**src/rtl/gray_step_tracker_if.sv**
```systemverilog
// Purpose     : bundles the Gray sample input, clear and all tracker results into one port.
// Latency     : none, wiring only.
// Backpressure: none; the tracker takes one Gray word per clock.
// Ports       : gray_in, clear (driver -> tracker); bin, pos, up, down, err, fault, err_cnt (tracker -> consumer).
// Modports    : master = upstream driver/consumer side, slave = gray_step_tracker side.
interface gray_step_tracker_if #(
  parameter int WIDTH = 3,
  parameter int POS_W = 8
);
  logic [WIDTH-1:0] gray_in;
  logic             clear;
  logic [WIDTH-1:0] bin;
  logic [POS_W-1:0] pos;
  logic             up;
  logic             down;
  logic             err;
  logic             fault;
  logic [7:0]       err_cnt;

  modport master (
    output gray_in, clear,
    input  bin, pos, up, down, err, fault, err_cnt
  );

  modport slave (
    input  gray_in, clear,
    output bin, pos, up, down, err, fault, err_cnt
  );
endinterface

```
**src/rtl/gray_step_tracker.sv**
```systemverilog
// Purpose     : decodes a Gray counter word, classifies each change as up/down/illegal, tracks position and errors.
// Latency     : gray_in change to bin/pos/pulse is 2 edges, or 3 edges when GRAY_TRACK_SYNC_EN is defined.
// Backpressure: none; one Gray step per clock is absorbed without loss.
// Ports       : clk, reset (sync, active-low); bus.gray_in, bus.clear in;
//               bus.bin, bus.pos, bus.up, bus.down, bus.err, bus.fault, bus.err_cnt out.
// Build macro : GRAY_TRACK_SYNC_EN adds a two-flop synchronizer in front of the decoder.
module gray_step_tracker #(
  parameter int WIDTH = 3,
  parameter int POS_W = 8
) (
  input  logic                clk,
  input  logic                reset,
  gray_step_tracker_if.slave  bus
);

  typedef enum logic [1:0] {
    ST_INIT  = 2'd0,
    ST_TRACK = 2'd1,
    ST_FAULT = 2'd2
  } state_t;

  localparam logic [WIDTH-1:0] DELTA_FWD = WIDTH'(1);
  localparam logic [WIDTH-1:0] DELTA_BWD = '1;

  // s is the sample the decoder looks at; s_vld marks that s holds a value
  // captured after reset release, so the INIT baseline is never the flushed zero.
  logic [WIDTH-1:0] s;
  logic             s_vld;

`ifdef GRAY_TRACK_SYNC_EN
  logic [WIDTH-1:0] s_meta;
  logic             meta_vld;

  always_ff @(posedge clk) begin
    if (!reset) begin
      s_meta   <= '0;
      s        <= '0;
      meta_vld <= 1'b0;
      s_vld    <= 1'b0;
    end else begin
      s_meta   <= bus.gray_in;
      s        <= s_meta;
      meta_vld <= 1'b1;
      s_vld    <= meta_vld;
    end
  end
`else
  always_ff @(posedge clk) begin
    if (!reset) begin
      s     <= '0;
      s_vld <= 1'b0;
    end else begin
      s     <= bus.gray_in;
      s_vld <= 1'b1;
    end
  end
`endif

  // Gray to binary: bit i is the XOR of all Gray bits from the MSB down to i.
  logic [WIDTH-1:0] dec;
  always_comb begin
    dec = '0;
    for (int i = 0; i < WIDTH; i++) begin
      dec[i] = ^(s >> i);
    end
  end

  logic [WIDTH-1:0] prev_bin;
  logic [WIDTH-1:0] delta;
  assign delta = dec - prev_bin;

  logic step_illegal;
  assign step_illegal = (delta != '0) && (delta != DELTA_FWD) && (delta != DELTA_BWD);

  state_t           state;
  logic [WIDTH-1:0] bin_q;
  logic [POS_W-1:0] pos_q;
  logic             up_q;
  logic             down_q;
  logic             err_q;
  logic             fault_q;
  logic [7:0]       err_cnt_q;

  always_ff @(posedge clk) begin
    if (!reset) begin
      state     <= ST_INIT;
      prev_bin  <= '0;
      bin_q     <= '0;
      pos_q     <= '0;
      up_q      <= 1'b0;
      down_q    <= 1'b0;
      err_q     <= 1'b0;
      fault_q   <= 1'b0;
      err_cnt_q <= '0;
    end else begin
      up_q   <= 1'b0;
      down_q <= 1'b0;
      err_q  <= 1'b0;
      if (bus.clear) begin
        // clear wins over any step seen this cycle; bin keeps following the input.
        state     <= ST_INIT;
        prev_bin  <= dec;
        bin_q     <= dec;
        pos_q     <= '0;
        fault_q   <= 1'b0;
        err_cnt_q <= '0;
      end else begin
        case (state)
          ST_INIT: begin
            if (s_vld) begin
              prev_bin <= dec;
              bin_q    <= dec;
              state    <= ST_TRACK;
            end
          end
          ST_TRACK: begin
            prev_bin <= dec;
            bin_q    <= dec;
            if (delta == DELTA_FWD) begin
              up_q  <= 1'b1;
              pos_q <= pos_q + POS_W'(1);
            end else if (delta == DELTA_BWD) begin
              down_q <= 1'b1;
              pos_q  <= pos_q - POS_W'(1);
            end else if (step_illegal) begin
              err_q   <= 1'b1;
              fault_q <= 1'b1;
              if (err_cnt_q != 8'hFF) err_cnt_q <= err_cnt_q + 8'd1;
              state   <= ST_FAULT;
            end
          end
          ST_FAULT: begin
            // position is frozen; only illegal jumps are still reported.
            prev_bin <= dec;
            bin_q    <= dec;
            if (step_illegal) begin
              err_q <= 1'b1;
              if (err_cnt_q != 8'hFF) err_cnt_q <= err_cnt_q + 8'd1;
            end
          end
          default: state <= ST_INIT;
        endcase
      end
    end
  end

  assign bus.bin     = bin_q;
  assign bus.pos     = pos_q;
  assign bus.up      = up_q;
  assign bus.down    = down_q;
  assign bus.err     = err_q;
  assign bus.fault   = fault_q;
  assign bus.err_cnt = err_cnt_q;

endmodule

```
**src/flat_wrapper.sv**
```systemverilog
// flat-port wrapper written by rule: the top's interface ports become plain ports
module gray_step_tracker_flat 
#(
  parameter int WIDTH = 3,
  parameter int POS_W = 8
)
  (clk, reset, bus_gray_in, bus_clear, bus_bin, bus_pos, bus_up, bus_down, bus_err, bus_fault, bus_err_cnt);
  gray_step_tracker_if #(.WIDTH(WIDTH), .POS_W(POS_W)) bus_i ();
  input  logic clk;
  input  logic reset;
  input wire logic [$bits(bus_i.gray_in)-1:0] bus_gray_in;
  input wire logic [$bits(bus_i.clear)-1:0] bus_clear;
  output wire logic [$bits(bus_i.bin)-1:0] bus_bin;
  output wire logic [$bits(bus_i.pos)-1:0] bus_pos;
  output wire logic [$bits(bus_i.up)-1:0] bus_up;
  output wire logic [$bits(bus_i.down)-1:0] bus_down;
  output wire logic [$bits(bus_i.err)-1:0] bus_err;
  output wire logic [$bits(bus_i.fault)-1:0] bus_fault;
  output wire logic [$bits(bus_i.err_cnt)-1:0] bus_err_cnt;
  assign bus_i.gray_in = bus_gray_in;
  assign bus_i.clear = bus_clear;
  assign bus_bin = bus_i.bin;
  assign bus_pos = bus_i.pos;
  assign bus_up = bus_i.up;
  assign bus_down = bus_i.down;
  assign bus_err = bus_i.err;
  assign bus_fault = bus_i.fault;
  assign bus_err_cnt = bus_i.err_cnt;
  gray_step_tracker #(.WIDTH(WIDTH), .POS_W(POS_W)) u_core (.clk(clk), .reset(reset), .bus(bus_i));
endmodule
```
**config.mk**
```make
export PLATFORM = sky130hd
export DESIGN_NAME = gray_step_tracker_flat
export DESIGN_NICKNAME = d
export VERILOG_FILES = /design/src/rtl/gray_step_tracker_if.sv /design/src/rtl/gray_step_tracker.sv /design/src/flat_wrapper.sv
export SDC_FILE = /design/constraint.sdc
export NUM_CORES = 1
export LEC_CHECK = 0
export CORE_ASPECT_RATIO = 0.5
export CORE_MARGIN = 2
export CORE_UTILIZATION = 45
export CTS_CLUSTER_SIZE = 24
export DETAILED_ROUTE_END_ITERATION = 10
export HOLD_SLACK_MARGIN = 0.03
export PLACE_DENSITY = 0.7
export REMOVE_ABC_BUFFERS = 1
export SYNTH_ARGS = -nofsm -noshare
export SYNTH_HDL_FRONTEND = slang
export SYNTH_SLANG_ARGS = --single-unit
```
**constraint.sdc**
```tcl
create_clock -name clk -period 4.4 [get_ports clk]
set_clock_uncertainty 0.05 [all_clocks]
set_input_delay 1.1 -clock clk [delete_from_list [all_inputs] [get_ports clk]]
set_output_delay 1.1 -clock clk [all_outputs]
set_load 0.02 [all_outputs]
```
## Yosys cells after proc, flatten, opt, wreduce, memory -nomap -nowiden

Cells that the tools add are included.

| storage, ports and cells | value |
|---|---|
| output and inout bits | 23 |
| word-level logic and storage cells | 72 |
| input bits | 6 |
| register bits after elaboration | 29 |

| cells by class | value |
|---|---|
| eq/ne operators | 12 |
| bitwise gates (word level) | 5 |
| $add $sub $neg | 4 |
| muxes and demuxes | 22 |
| reduce and logical (&&, ||, !) cells | 19 |

Operator list:

| cell | count |
|---|---|
| two-way mux 8 bit | 6 |
| adder 8 x 1 -> 8 bit, second input constant | 2 |
| case mux 8 bit (2 select lines) | 1 |
| XOR reduction 3 bit | 3 |
| two-way mux 2 bit | 4 |
| != test 8 bit, second input constant | 1 |
| subtractor 8 x 1 -> 8 bit, second input constant | 1 |
| two-way mux 1 bit | 6 |
| two-way mux 3 bit | 2 |
| case mux 2 bit (3 select lines) | 1 |
| case mux 3 bit (2 select lines) | 1 |
| nonzero test 3 bit | 2 |
| inverter 1 bit | 5 |
| AND reduction 5 bit | 1 |
| != test 2 x 1 -> 1 bit, second input constant | 2 |
| != test 2 bit, second input constant | 2 |
| AND reduction 2 bit | 2 |
| AND reduction 4 bit | 1 |
| nonzero test 2 bit | 2 |
| OR reduction 2 bit | 2 |
| OR reduction 4 bit | 1 |
| equality test 3 x 1 -> 1 bit, second input constant | 1 |
| equality test 3 bit, second input constant | 1 |
| != test 3 x 1 -> 1 bit, second input constant | 1 |
| other kinds (10) | 11 |

## Longest topological paths before layout

| depth | value |
|---|---|
| depth after elaboration | 9 |
| gate-level depth with buffers | 15 |
| mapped depth without buffers | 14 |

## Worst setup path before layout

Ideal clock, no wire load.

| timing | value |
|---|---|
| kind | register -> register |
| start point | reg u_core.s[2] |
| end point | reg u_core.pos_q[6] (netlist: u_core.bus.pos[6]) |
| buffers on the path | 1 |
| stages on the path, launching flop included | 15 |
| clock period less this slack | 3695 ps |
| required time | 4216 ps |
| setup time | 134 ps |
| data arrival time | 3511 ps |
| setup slack | 705 ps |
| path through | dfxtp_1 > xor2_1 > xnor2_1 > ha_1 > inv_1 > fa_1 > clkbuf_1 > nor2_1 > nand2_4 > ha_1 > a21o_1 > a21oi_1 > and3_1 > and3b_1 > or4_1 |

| on the way | value |
|---|---|
| word-level cells in the longest chain between the ends | 5 |
| elaborated cells on any way between the ends | 9 |
| classes of those cells | add/sub (1); eq/ne (2); mux (1); reduce/logical (5) |

Ends and longest elaborated chain:

| element | line | RTL |
|---|---|---|
| from (decl) | gray_step_tracker.sv:27 | `logic [WIDTH-1:0] s;` |
| from (signal assigned) | gray_step_tracker.sv:53 | `s <= bus.gray_in;` |
| XOR reduction 3 bit (*) | gray_step_tracker.sv:64 | `dec[i] = ^(s >> i);` |
| net u_core.dec[1] | gray_step_tracker.sv:60 | `logic [WIDTH-1:0] dec;` |
| subtractor 3 bit (*) | gray_step_tracker.sv:70 | `assign delta = dec - prev_bin;` |
| equality test 3 bit or equality test 3 x 1 -> 1 bit (tied branches) | gray_step_tracker.sv:122, gray_step_tracker.sv:119 |  |
| nonzero test 2 bit (no source line) | - |  |
| AND reduction 2 bit (no source line) | - |  |
| to (signal assigned) | gray_step_tracker.sv:121 | `pos_q <= pos_q + POS_W'(1);` |
| to (signal assigned) | gray_step_tracker.sv:124 | `pos_q <= pos_q - POS_W'(1);` |
| to (decl) | gray_step_tracker.sv:77 | `logic [POS_W-1:0] pos_q;` |

Mark *: on every way through the listed nets, which the timed path passes. The rest lies on a longest branch.
A chain may end at the register's enable or synchronous reset.

## Worst setup path in the final report

Same ends and word-level chain as after synthesis.

==> metrics.yaml <==
fmax_mhz: 254
syn2layout_area_growth_pct: 25.4
drc: 0
slew_headroom_pct: 44.4
dp_hpwl_mm: 2.51
dr_wl_met2_mm: 1.52
grt_setup_unrepaired: "no"
timing.final.ws_setup_ns: 0.469
status: "complete, no violations"
ir_drop_uv: 145
finalCritPeriodShare_pct: 89.3
path_clk_slew_ns: 0.06
port_buffers: 28
die-area_um2: 4280
finalHoldViolCount: 0
viasPerCell: 5.28
critPathRequiredTime_ns: 4.51
htree_levels: 2
die_h_um: 47.3
power.internal_uw: 500
postRouteAntennaNets: 0
critPathCaptureType: "flip-flop"
clock-sinks: 29
crit_path_max_fanout: 12
drive_gt1_share_pct: 7.37
cap_viol_max_count: 0
criticalPathCategory: "reg -> reg"
post_cts_resized: 0
r2r_start: "u_core.s[2]$_SDFF_PN0_"
num_antenna_cells: 0
reg2reg_depth: 13
setup_viol: 0
power_frac_comb_pct: 28.6
cts_hold_buf: 0
synth_ff_type: "dfxtp_1"
place_ws_ns: 0.480
vias: 1415
pwr-share-clk_pct: 33.2
post_cts_buffers: 0
fin_nets: 234
grtUsageTotal_pct: 16.8
antenna_found_initial: 0
wl_per_cell_um: 13.2
hold_path_class: "reg -> reg"
crit_start: "u_core.s[2]$_SDFF_PN0_"
drtIter0Drc: 42
yosysUniqueCellTypes: 50
yosysWarnings: 0
async_reset_ff_share_pct: 0
coreArea_um2: 3510
syn_inst: 186
io_pins: 29
grt.overflow.total: 0
yosysSeqAreaShare_pct: 34.4
total_power_uw: 732
cp-start-kind: "flip-flop"
gp_congestion: 0.825
clock_latency_ns: 0.28
swShare_pct: 31.6
numCtsBuffers: 5
synth_area_um2: 1690
finalCriticalPeriod_ns: 3.93
drt-met1-wl_mm: 1.84
die_w_um: 90.6
finalWirelength_mm: 3.53
fp-row-count: 15
ys_ff_latch: 29
leakage_nw: 0.847
fin_tns_setup_ns: 0
seqPwrFrac_pct: 38.1
hp-start: "u_core.bus.pos[7]$_SDFFE_PP0P_"
whs_path_depth: 2
slew_viol_final: 0
synth_edf_count: 0
first_global_vias: 1262
root_buffer: "clkbuf_8"
start_util_pct: 48.1
dr.pass1.iters: 4
grt_max_degree: 20
cts_buffer_depth: 2
syn_area_per_cell_um2: 9.07
p_per_area_nw_per_um2: 346
p_switching_uw: 232
route.top_layer_used: "met4"
grt_pass1_wl_mm: 5.53
cts_tree: "built"
tightestPinTransition_ns: 0.834
arrival_ns: 4.04
dr_wl_met3_um: 150
-- cells by family (layout without fill, tap and decap cells) --
logic type / count (synthesis) / in the layout / synth area share (%)
simple gates: 72 / 72 / 22.3
compound gates: 39 / 39 / 17.0
flops: 29 / 29 / 34.4
xor+xnor: 14 / 14 / 9.05
buf+inv: 13 / 44 / 2.97
fa+ha+maj: 12 / 12 / 9.35
mux: 7 / 7 / 4.97
-- synthesized netlist by cell type, types with 4 or more instances --
library cell / n / share of area, %
nand2_1: 9 / 2.0
a21oi_1: 8 / 2.4
nand3_1: 10 / 3.0
and3_1: 4 / 1.5
nor4_1: 4 / 1.5
dfxtp_1: 29 / 34
nor2_1: 20 / 4.5
o21ai_0: 5 / 1.5
nand2b_1: 4 / 1.5
nor3_1: 5 / 1.5
mux2i_1: 5 / 3.0
inv_1: 7 / 1.6
xnor2_1: 5 / 2.6
and2_1: 4 / 1.5
a211oi_1: 5 / 2.2
ha_1: 11 / 8.2
clkbuf_1: 4 / 0.89
xor2_1: 7 / 3.6
-- metrics by stage --
| step | hold slack [ns] | util, % | std cells | area, µm² |
|---|---|---|---|---|
| 2_1_floorplan | 0.470 | - | 180 | 1660 |
| 3_3_place_gp | 0.402 | 57.4 | 260 | 2010 |
| 6_report | 0.422 | 60.3 | 268 | 2120 |
| 4_1_cts | 0.423 | 60.3 | 268 | 2120 |
| 5_1_grt | 0.445 | 60.3 | 268 | 2120 |
| 3_5_place_dp | 0.411 | 57.4 | 260 | 2010 |
-- path summary, 6_finish.rpt --
check / to / slack (ns)
min reg2reg: u_core.bus.pos[7]$_SDFFE_PP0P_ / 0.42
max reg2reg: u_core.bus.pos[6]$_SDFFE_PP0P_ / 0.47
min: u_core.bus.pos[7]$_SDFFE_PP0P_ / 0.42
max: u_core.bus.pos[6]$_SDFFE_PP0P_ / 0.47
-- power by group through the flow --
| stage | registers (mW) | logic, mW | clock network, mW |
|---|---|---|---|
| after CTS | 0.279 | 0.209 | 0.249 |
| after floorplan | 0.291 | 0.152 | 0 |
| after global routing | 0.280 | 0.230 | 0.259 |
| final | 0.279 | 0.209 | 0.243 |
| after detailed placement | 0.285 | 0.208 | 0 |
| after global placement | 0.285 | 0.205 | 0 |
-- registers in the layout (all words and copies together) (netlist names) --
register,count
u_core.bus.err,1
u_core.bus.pos,8
u_core.bus.err_cnt,8
u_core.bus.down,1
u_core.s,3
u_core.state,2
u_core.bus.fault,1
u_core.s_vld,1
u_core.prev_bin,3
u_core.bus.up,1
-- area by class of cell --
cell class | instances | area (µm²)
fillers | 317 | 1390
multi-input cells | 144 | 1060
flip-flops and latches | 29 | 581
repair buffers | 29 | 288
clock buffers | 7 | 96.3
well taps | 51 | 63.8
inverters | 7 | 26.3
clock inverters | 1 | 5.00
-- cells in the final DEF (no fill, tap or decap), types with 4 or more instances in the layout --
cell type / netlist / layout
clkbuf_8: 0 / 7
nand2b_1: 4 / 4
clkdlybuf4s50_1: 0 / 28
nor4_1: 4 / 4
dfxtp_1: 29 / 29
a211oi_1: 5 / 5
a21oi_1: 8 / 8
nor3_1: 5 / 5
o21ai_0: 5 / 5
and2_1: 4 / 4
xnor2_1: 5 / 5
and3_1: 4 / 4
xor2_1: 7 / 7
mux2i_1: 5 / 5
inv_1: 7 / 7
nand3_1: 10 / 10
nor2_1: 20 / 20
nand2_1: 9 / 9
ha_1: 11 / 11
-- worst max-delay path, cell delays in order (launching register included) --
cell	delay, ns
dfxtp_1	0.42
xor2_1	0.34
xnor2_1	0.19
ha_1	0.18
inv_1	0.05
fa_1	0.57
nor2_1	0.33
nand2_4	0.16
ha_1	0.43
a21o_1	0.17
a21oi_1	0.08
and3_1	0.19
and3b_1	0.16
or4_1	0.50
-- layer usage --
metal / GRT usage, % / up-vias
li1: - / 735
met1: 21.0 / 645
met2: 28.7 / 32
met3: 4.33 / 3
met4: 8.31 / 0
met5: 0 / -
No activity file was read; power rests on OpenSTA's default activity.
